## src/rtl/cpu_types_pkg.sv

```systemverilog
// ----------------------------------------------------------------------------
// cpu_types_pkg
// Shared types for the memory side of the CPU: the RAM handshake status,
// the machine word, and the arbiter FSM state encoding.
// No ports; imported by the arbiter interface, the arbiter and its bench.
// ----------------------------------------------------------------------------
package cpu_types_pkg;

   typedef logic [31:0] word_t;

   // RAM status as reported back to the arbiter each cycle.
   typedef enum logic [1:0] {
      FREE   = 2'd0,
      BUSY   = 2'd1,
      ACCESS = 2'd2,
      ERROR  = 2'd3
   } ramstate_t;

   typedef enum logic [1:0] {
      IDLE = 2'd0,
      IGNT = 2'd1,
      DGNT = 2'd2
   } arb_state_t;

endpackage : cpu_types_pkg

```

## src/rtl/mem_arbiter_if.sv

```systemverilog
// ----------------------------------------------------------------------------
// mem_arbiter_if
// Bundles the cache-side requests and the RAM-side strobes of the memory
// arbiter.
//   slave  : the arbiter's view (requests and RAM status in; waits, loads
//            and RAM strobes out).
//   master : the environment's view (caches plus RAM model).
//
// Handshake: a cache raises xREN/xWEN with a stable address (and store data)
// and holds it until it samples its xwait low at a rising edge; that cycle is
// the single completion cycle and xload is valid only then. Dropping the
// request before that abandons the transfer. On the RAM side the arbiter
// holds ramREN/ramWEN/ramaddr/ramstore until ramstate reads ACCESS.
// ----------------------------------------------------------------------------
interface mem_arbiter_if;
   import cpu_types_pkg::*;

   // icache side
   logic      iREN;
   word_t     iaddr;
   logic      iwait;
   word_t     iload;
   // dcache side
   logic      dREN;
   logic      dWEN;
   word_t     daddr;
   word_t     dstore;
   logic      dwait;
   word_t     dload;
   // RAM side
   logic      ramREN;
   logic      ramWEN;
   word_t     ramaddr;
   word_t     ramstore;
   word_t     ramload;
   ramstate_t ramstate;

   modport slave (
      input  iREN, iaddr, dREN, dWEN, daddr, dstore, ramload, ramstate,
      output iwait, iload, dwait, dload, ramREN, ramWEN, ramaddr, ramstore
   );

   modport master (
      output iREN, iaddr, dREN, dWEN, daddr, dstore, ramload, ramstate,
      input  iwait, iload, dwait, dload, ramREN, ramWEN, ramaddr, ramstore
   );

endinterface : mem_arbiter_if

```

## src/rtl/mem_arbiter.sv

```systemverilog
// ----------------------------------------------------------------------------
// mem_arbiter
// Single-port RAM arbiter between the instruction and data caches.
// Data wins ties; after STARVE_LIMIT consecutive data completions while the
// icache is waiting, the icache is granted first.
//
// Ports:
//   CLK               in   clock, all state on rising edge
//   RST               in   synchronous active-high reset
//   bus               slave modport of mem_arbiter_if (cache + RAM signals)
//   dbg_state_o       out  current FSM state
//   dbg_starve_cnt_o  out  current starvation count
//
// Outputs on bus are decoded from the registered state plus live inputs, so
// a grant can complete in the first cycle the strobe is up.
// ----------------------------------------------------------------------------
module mem_arbiter
   import cpu_types_pkg::*;
#(
   parameter int STARVE_LIMIT = 4,
   parameter int CNT_W        = 3
) (
   input  logic              CLK,
   input  logic              RST,
   mem_arbiter_if.slave      bus,
   output arb_state_t        dbg_state_o,
   output logic [CNT_W-1:0]  dbg_starve_cnt_o
);

   localparam logic [CNT_W-1:0] LIMIT = CNT_W'(STARVE_LIMIT);

   arb_state_t        state_q, state_d;
   logic [CNT_W-1:0]  starve_cnt_q, starve_cnt_d;

   always_ff @(posedge CLK) begin
      if (RST) begin
         state_q      <= IDLE;
         starve_cnt_q <= '0;
      end else begin
         state_q      <= state_d;
         starve_cnt_q <= starve_cnt_d;
      end
   end

   always_comb begin
      state_d       = state_q;
      starve_cnt_d  = starve_cnt_q;
      bus.iwait     = 1'b1;
      bus.dwait     = 1'b1;
      bus.iload     = '0;
      bus.dload     = '0;
      bus.ramREN    = 1'b0;
      bus.ramWEN    = 1'b0;
      bus.ramaddr   = '0;
      bus.ramstore  = '0;

      case (state_q)
         IDLE: begin
            // Data wins unless the icache has been passed over too often.
            if ((bus.dREN || bus.dWEN) &&
                !(bus.iREN && (starve_cnt_q >= LIMIT))) begin
               state_d = DGNT;
            end else if (bus.iREN) begin
               state_d = IGNT;
            end
         end

         IGNT: begin
            if (!bus.iREN) begin
               // Request withdrawn: abandon silently.
               state_d = IDLE;
            end else begin
               bus.ramREN  = 1'b1;
               bus.ramaddr = bus.iaddr;
               // FREE, BUSY and ERROR all mean "keep holding".
               if (bus.ramstate == ACCESS) begin
                  bus.iwait    = 1'b0;
                  bus.iload    = bus.ramload;
                  starve_cnt_d = '0;
                  state_d      = IDLE;
               end
            end
         end

         DGNT: begin
            if (!(bus.dREN || bus.dWEN)) begin
               state_d = IDLE;
            end else begin
               bus.ramREN   = bus.dREN;
               bus.ramWEN   = bus.dWEN;
               bus.ramaddr  = bus.daddr;
               bus.ramstore = bus.dstore;
               if (bus.ramstate == ACCESS) begin
                  bus.dwait = 1'b0;
                  if (bus.dREN) begin
                     bus.dload = bus.ramload;
                  end
                  // Only a data win over a waiting icache counts as starvation.
                  if (bus.iREN && (starve_cnt_q < LIMIT)) begin
                     starve_cnt_d = starve_cnt_q + 1'b1;
                  end
                  state_d = IDLE;
               end
            end
         end

         default: state_d = IDLE;
      endcase
   end

   assign dbg_state_o      = state_q;
   assign dbg_starve_cnt_o = starve_cnt_q;

endmodule : mem_arbiter

```

## src/flat_wrapper.sv

```systemverilog
// flat-port wrapper written by rule: the top's interface ports become plain ports
module mem_arbiter_flat import cpu_types_pkg::*;
#(
   parameter int STARVE_LIMIT = 4,
   parameter int CNT_W        = 3
)
  (CLK, RST, dbg_state_o, dbg_starve_cnt_o, bus_iREN, bus_iaddr, bus_dREN, bus_dWEN, bus_daddr, bus_dstore, bus_ramload, bus_ramstate, bus_iwait, bus_iload, bus_dwait, bus_dload, bus_ramREN, bus_ramWEN, bus_ramaddr, bus_ramstore);
  mem_arbiter_if bus_i ();
  input  logic CLK;
  input  logic RST;
  output arb_state_t dbg_state_o;
  output logic [CNT_W-1:0] dbg_starve_cnt_o;
  input wire logic [$bits(bus_i.iREN)-1:0] bus_iREN;
  input wire logic [$bits(bus_i.iaddr)-1:0] bus_iaddr;
  input wire logic [$bits(bus_i.dREN)-1:0] bus_dREN;
  input wire logic [$bits(bus_i.dWEN)-1:0] bus_dWEN;
  input wire logic [$bits(bus_i.daddr)-1:0] bus_daddr;
  input wire logic [$bits(bus_i.dstore)-1:0] bus_dstore;
  input wire logic [$bits(bus_i.ramload)-1:0] bus_ramload;
  input wire logic [$bits(bus_i.ramstate)-1:0] bus_ramstate;
  output wire logic [$bits(bus_i.iwait)-1:0] bus_iwait;
  output wire logic [$bits(bus_i.iload)-1:0] bus_iload;
  output wire logic [$bits(bus_i.dwait)-1:0] bus_dwait;
  output wire logic [$bits(bus_i.dload)-1:0] bus_dload;
  output wire logic [$bits(bus_i.ramREN)-1:0] bus_ramREN;
  output wire logic [$bits(bus_i.ramWEN)-1:0] bus_ramWEN;
  output wire logic [$bits(bus_i.ramaddr)-1:0] bus_ramaddr;
  output wire logic [$bits(bus_i.ramstore)-1:0] bus_ramstore;
  assign bus_i.iREN = bus_iREN;
  assign bus_i.iaddr = bus_iaddr;
  assign bus_i.dREN = bus_dREN;
  assign bus_i.dWEN = bus_dWEN;
  assign bus_i.daddr = bus_daddr;
  assign bus_i.dstore = bus_dstore;
  assign bus_i.ramload = bus_ramload;
  assign bus_i.ramstate = bus_ramstate;
  assign bus_iwait = bus_i.iwait;
  assign bus_iload = bus_i.iload;
  assign bus_dwait = bus_i.dwait;
  assign bus_dload = bus_i.dload;
  assign bus_ramREN = bus_i.ramREN;
  assign bus_ramWEN = bus_i.ramWEN;
  assign bus_ramaddr = bus_i.ramaddr;
  assign bus_ramstore = bus_i.ramstore;
  mem_arbiter #(.STARVE_LIMIT(STARVE_LIMIT), .CNT_W(CNT_W)) u_core (.CLK(CLK), .RST(RST), .bus(bus_i), .dbg_state_o(dbg_state_o), .dbg_starve_cnt_o(dbg_starve_cnt_o));
endmodule
```

## config.mk

```make
export PLATFORM = sky130hd
export DESIGN_NAME = mem_arbiter_flat
export DESIGN_NICKNAME = d
export VERILOG_FILES = /design/src/rtl/cpu_types_pkg.sv /design/src/rtl/mem_arbiter_if.sv /design/src/rtl/mem_arbiter.sv /design/src/flat_wrapper.sv
export SDC_FILE = /design/constraint.sdc
export NUM_CORES = 1
export LEC_CHECK = 0
export BUFFER_PORTS_ARGS = -buffer_cell sky130_fd_sc_hd__buf_2
export CELL_PAD_IN_SITES_DETAIL_PLACEMENT = 0
export CELL_PAD_IN_SITES_GLOBAL_PLACEMENT = 1
export CORE_UTILIZATION = 15
export CTS_BUF_LIST = sky130_fd_sc_hd__clkbuf_16
export CTS_CLUSTER_DIAMETER = 200
export DETAILED_ROUTE_END_ITERATION = 8
export PLACE_DENSITY_LB_ADDON = 0.05
export RECOVER_POWER = 25
export SETUP_SLACK_MARGIN = 0.02
export SLEW_MARGIN = 20
export SYNTH_ARGS = -nofsm -noshare
export SYNTH_HDL_FRONTEND = slang
export SYNTH_SLANG_ARGS = --single-unit
export TNS_END_PERCENT = 5
```

## constraint.sdc

```tcl
create_clock -name CLK -period 2.1 [get_ports CLK]
set_input_delay 0.42 -clock CLK [delete_from_list [all_inputs] [get_ports CLK]]
set_output_delay 0.42 -clock CLK [all_outputs]
set_load 0.01 [all_outputs]
```

# Word-level counts from Yosys, hierarchy flattened
# Cells that the tools add are included.
[word_totals] reg_bits=5 elab_cells=56
[classes] add_sub_neg=1 magnitude_cmp=2 n_eq_ne=9 n_mux=34 n_reduce_logical=8
[ops] op="$mux 32" n=11
[ops] op="$pmux 32 s2" n=1
[ops] op="$mux 3" n=5
[ops] op="$mux 2" n=5
[ops] op="$mux 1" n=9
[ops] op="$ne 2x1->1 const B" n=4
[ops] op="$pmux 2 s3" n=1
[ops] op="$pmux 3 s2" n=1
[ops] op="$reduce_and 6->1" n=1
[ops] op="$eq 2x2->1 const B" n=2
[ops] op="$add 3x1->3 const B" n=1
[ops] op="$ge 3x3->1 const B" n=1
[ops] op="$logic_and 1x1->1" n=3
[ops] op="$lt 3x3->1 const B" n=1
[ops] op="$ne 3x2->1 const B" n=1
[ops] op="$eq 2x1->1 const B" n=1
[ops] op="$logic_not 2->1" n=1
[ops] op="$ne 2x2->1 const B" n=1
[ops] op="$pmux 1 s2" n=1
[ops] op="$reduce_bool 2->1" n=1
[ops] op="$logic_not 1->1" n=1
[ops] op="$logic_or 1x1->1" n=1

# Longest topological paths before layout
[logic_depth] word_depth=6 depth_mapped=7

# Least setup slack after synthesis
# No wires, ideal clock.
[synth_path] path_kind="reg-to-output" start="register u_core.state_q[0], in the netlist u_core.dbg_state_o[0]" end="output port bus_ramstore[10]" arrival_ns=1.432 required_ns=1.680 setup_slack_ns=0.248 stages_incl_launch_ff=7 path_buffers=2 path_cell_list="dfxtp_1 -> inv_1 -> ha_1 -> o21a_1 -> buf_4 -> clkbuf_1 -> and2_1"
[synth_via] elab_chain_len=2
[synth_rtl] item="start, declared" line="mem_arbiter.sv:32" rtl="arb_state_t state_q, state_d;"
[synth_rtl] item="start signal, assigned" line="mem_arbiter.sv:40" rtl="state_q <= state_d;"
[synth_rtl] item="$eq 2x2->1" line="mem_arbiter.sv:57" rtl="case (state_q)"
[synth_rtl] item="$mux 32" line="mem_arbiter.sv:57"
[synth_rtl] item="end, declared" line="flat_wrapper.sv:28" rtl="output wire logic [$bits(bus_i.ramstore)-1:0] bus_ramstore;"
# Every way passes these cells.

# Worst setup path after layout
[layout_path] start="register u_core.state_q[0], in the netlist u_core.dbg_state_o[0]" end="output port bus_ramstore[13]"
# Same word-level chain as after synthesis.

==> metrics.cfg <==
[worst_setup_path]
ff2ff_path_depth=6
cp.required_ns=1.68
path_max_fanout=22
worstReg2RegStart=u_core.dbg_state_o[0]
cp-end-kind=primary output
rrSetupSlack_ns=0.53
cp_cell_sequence=inv_2 > ha_4 > o21a_4 > bufbuf_16 > and2_1 > buf_2
worstReg2RegEnd=u_core.dbg_state_o[1]
cp_slowest_cell=dfxtp_4
max_stage_delay_ns=0.38
crit_type=reg -> out
cp.arrival_ns=1.58
startpoint=u_core.dbg_state_o[0]
crit_path_start_kind=flip-flop

[synth]
syn-num-nets=379
syn_area_sq_um=1592
yosys_warnings=0
avgSynthCellArea_sq_um=6.659
synth_cell_type_count=30
synth_cells=239
synth-seq-cells=5
async_reset_ff_share_pct=0
synth_edf_count=0
synth_flop_cell=dfxtp_1
ys_seq_area_share_pct=6.289

[layout]
syn2layout_area_growth_pct=110.3
n_antenna_cell=0
fin_nets=642
drive_gt1_share_pct=55.69
fin_area_sq_um=3347
layoutNonFillerInstCount=637

[sta]
finalCritPeriodShare_pct=95.32
rsz0062_at_grt=yes
worst_pin_slew_ns=0.3751
clock-skew-final_ns=0.0003417
fmax_mhz=499.5
slew_violations=0
hold_violations=0
fin_crit_ns=2.002
tns_ns=0
finalSetupViolations=0
slew-limit-headroom_pct=74.94

[min_path]
hold_class=in -> reg
min_from=RST
hold_depth=2
hold_path_end=u_core.dbg_state_o[1]

[clock_tree]
clk_pin_slew_ns=0.03
cts_buffers=3
cts.path.max_buffers=2
cts_tree=yes
holdBufCountCts=0
htreeDepth=1
clkLatencyLatePin_ns=0.23
cts_sinks=5
cts_root_buffer=clkbuf_16
post_cts_buffers=0

[grt]
grt_antenna_before_repair=0
gr-total-overflow=0
track_usage_pct=14.75
grt_pass1_vias=2468
grt_max_degree=39
grt_pass1_wl_um=12930

[job]
max_cap_viol_count=0

[detailed_routing]
vias=2696
viasPerCell=4.232
wl_per_cell_um=14.44
ant_nets=0
drc=0
drt_pre_antenna_iters=4
wirelength_um=9197
drtIter0Drc=88

[floorplanning]
dieWidth_um=105.0
dieArea_sq_um=11030
die_height_um=105.0
coreArea_sq_um=10320
row_count=37
initial_core_util_pct=15.42
ios=272

[place]
place_area_sq_um=3157
dp.cells=630
gp_congestion=0.7870
place_hpwl_um=7139
portBuffers=271

[run_status]
status=finished, final reports clean

[power_and_ir_drop]
ir_drop_v=0.0004734
power_w=0.001089
p_leak_nw=1.965
power_density_nw_per_um2=325.2

## layout by cell type (no fill, tap or decap), drive strengths merged, types with 2 or more instances in the layout
cell and instances:
dfxtp 5, nand3 2, clkbuf 21, a22oi 32, nand4 2, nor2b 36
and2 66, inv 8, buf 262, a221oi 2, nand2b 3, and3 32
o211ai 4, nand2 6, nor2 2, ha 5
## synth_stat cells, types with 2 or more instances
cell type	count	area [sq um]
inv_1	7	26.28
clkbuf_1	15	56.30
nand4_1	2	12.51
nand2b_1	3	18.77
o211ai_1	4	30.03
buf_4	3	22.52
nand3_1	2	10.01
nor2b_1	36	225.2
a22oi_1	32	240.2
and2_1	66	412.9
nor2_1	2	7.510
and3_1	32	200.2
nand2_1	6	22.52
dfxtp_1	5	100.1
buf_2	5	25.02
ha_1	5	62.56
## layer usage
layer,up-vias,track usage [%],part of all wire [%]
met2,108,29.66,56
met4,0,2.515,1.0
met1,1227,15.68,37
met5,-,0,0
met3,8,3.057,6.3
li1,1353,-,-
## power by group
group	switching (W)	leakage, nW	internal, W	total (W)
Clock	0.0000685	0.0423	0.000247	0.000316
Combinational	0.000311	1.88	0.000350	0.000661
Sequential	0.00000990	0.0420	0.000102	0.000111
## how the worst max path moves through the flow
stage	slack (ns)	depth (start not counted)	end
after floorplan	0.25	6	bus_ramstore[10]
after global placement	0.16	7	bus_ramaddr[29]
after detailed placement	0.13	7	bus_ramaddr[14]
after CTS	0.01	7	bus_ramaddr[14]
after global routing	0.006	7	bus_ramaddr[30]
final	0.1	6	bus_ramstore[13]
## stage by stage
step           util [%]  setup WS (ns)  hold slack, ns
2_1_floorplan         -         0.2481          0.4862
3_3_place_gp      30.58         0.1580          0.5244
3_5_place_dp      30.58         0.1335          0.5213
4_1_cts           31.80        0.01346          0.4511
5_1_grt           32.42       0.005875          0.5040
6_report          32.42        0.09819          0.4654
## repair_timing
| item | 4_1_cts | 5_1_grt |
|---|---|---|
| gates cloned | 1 | 2 |
| endpoints found under the setup margin | 117 | 117 |
| resized for setup | 6 | 10 |
## state kept, by name (all words and copies together), names as in the netlist
register                 count
u_core.dbg_state_o           2
u_core.dbg_starve_cnt_o      3
## kinds of logic (layout without fill, tap and decap cells)
group	after synthesis	after routing	share of synthesized area, %
AND/OR/NAND/NOR	155	155	60.14
buffers and inverters	30	292	8.176
adder cells (fa/ha/maj)	5	5	3.931
AO/OA/AOI/OAI	44	44	21.46
flip-flops	5	5	6.290
## critical path: cells and delay by family (launching register included)
family | cells | cell delay, ns
flip-flops | 1 | 0.38
AND/OR/NAND/NOR | 1 | 0.16
buffers and inverters | 3 | 0.50
adder cells (fa/ha/maj) | 1 | 0.18
AO/OA/AOI/OAI | 1 | 0.14
## area by class of cell
class                      count  area [sq um]
clock buffer                   3         75.07
sequential                     5         107.6
multi-input combinational    204          1403
inverter                       7         28.78
timing repair buffer         281          1559
tap                          136         170.2
clock inverter                 1         3.754
fill                        1173          6977
(Power assumes the default switching activity.)
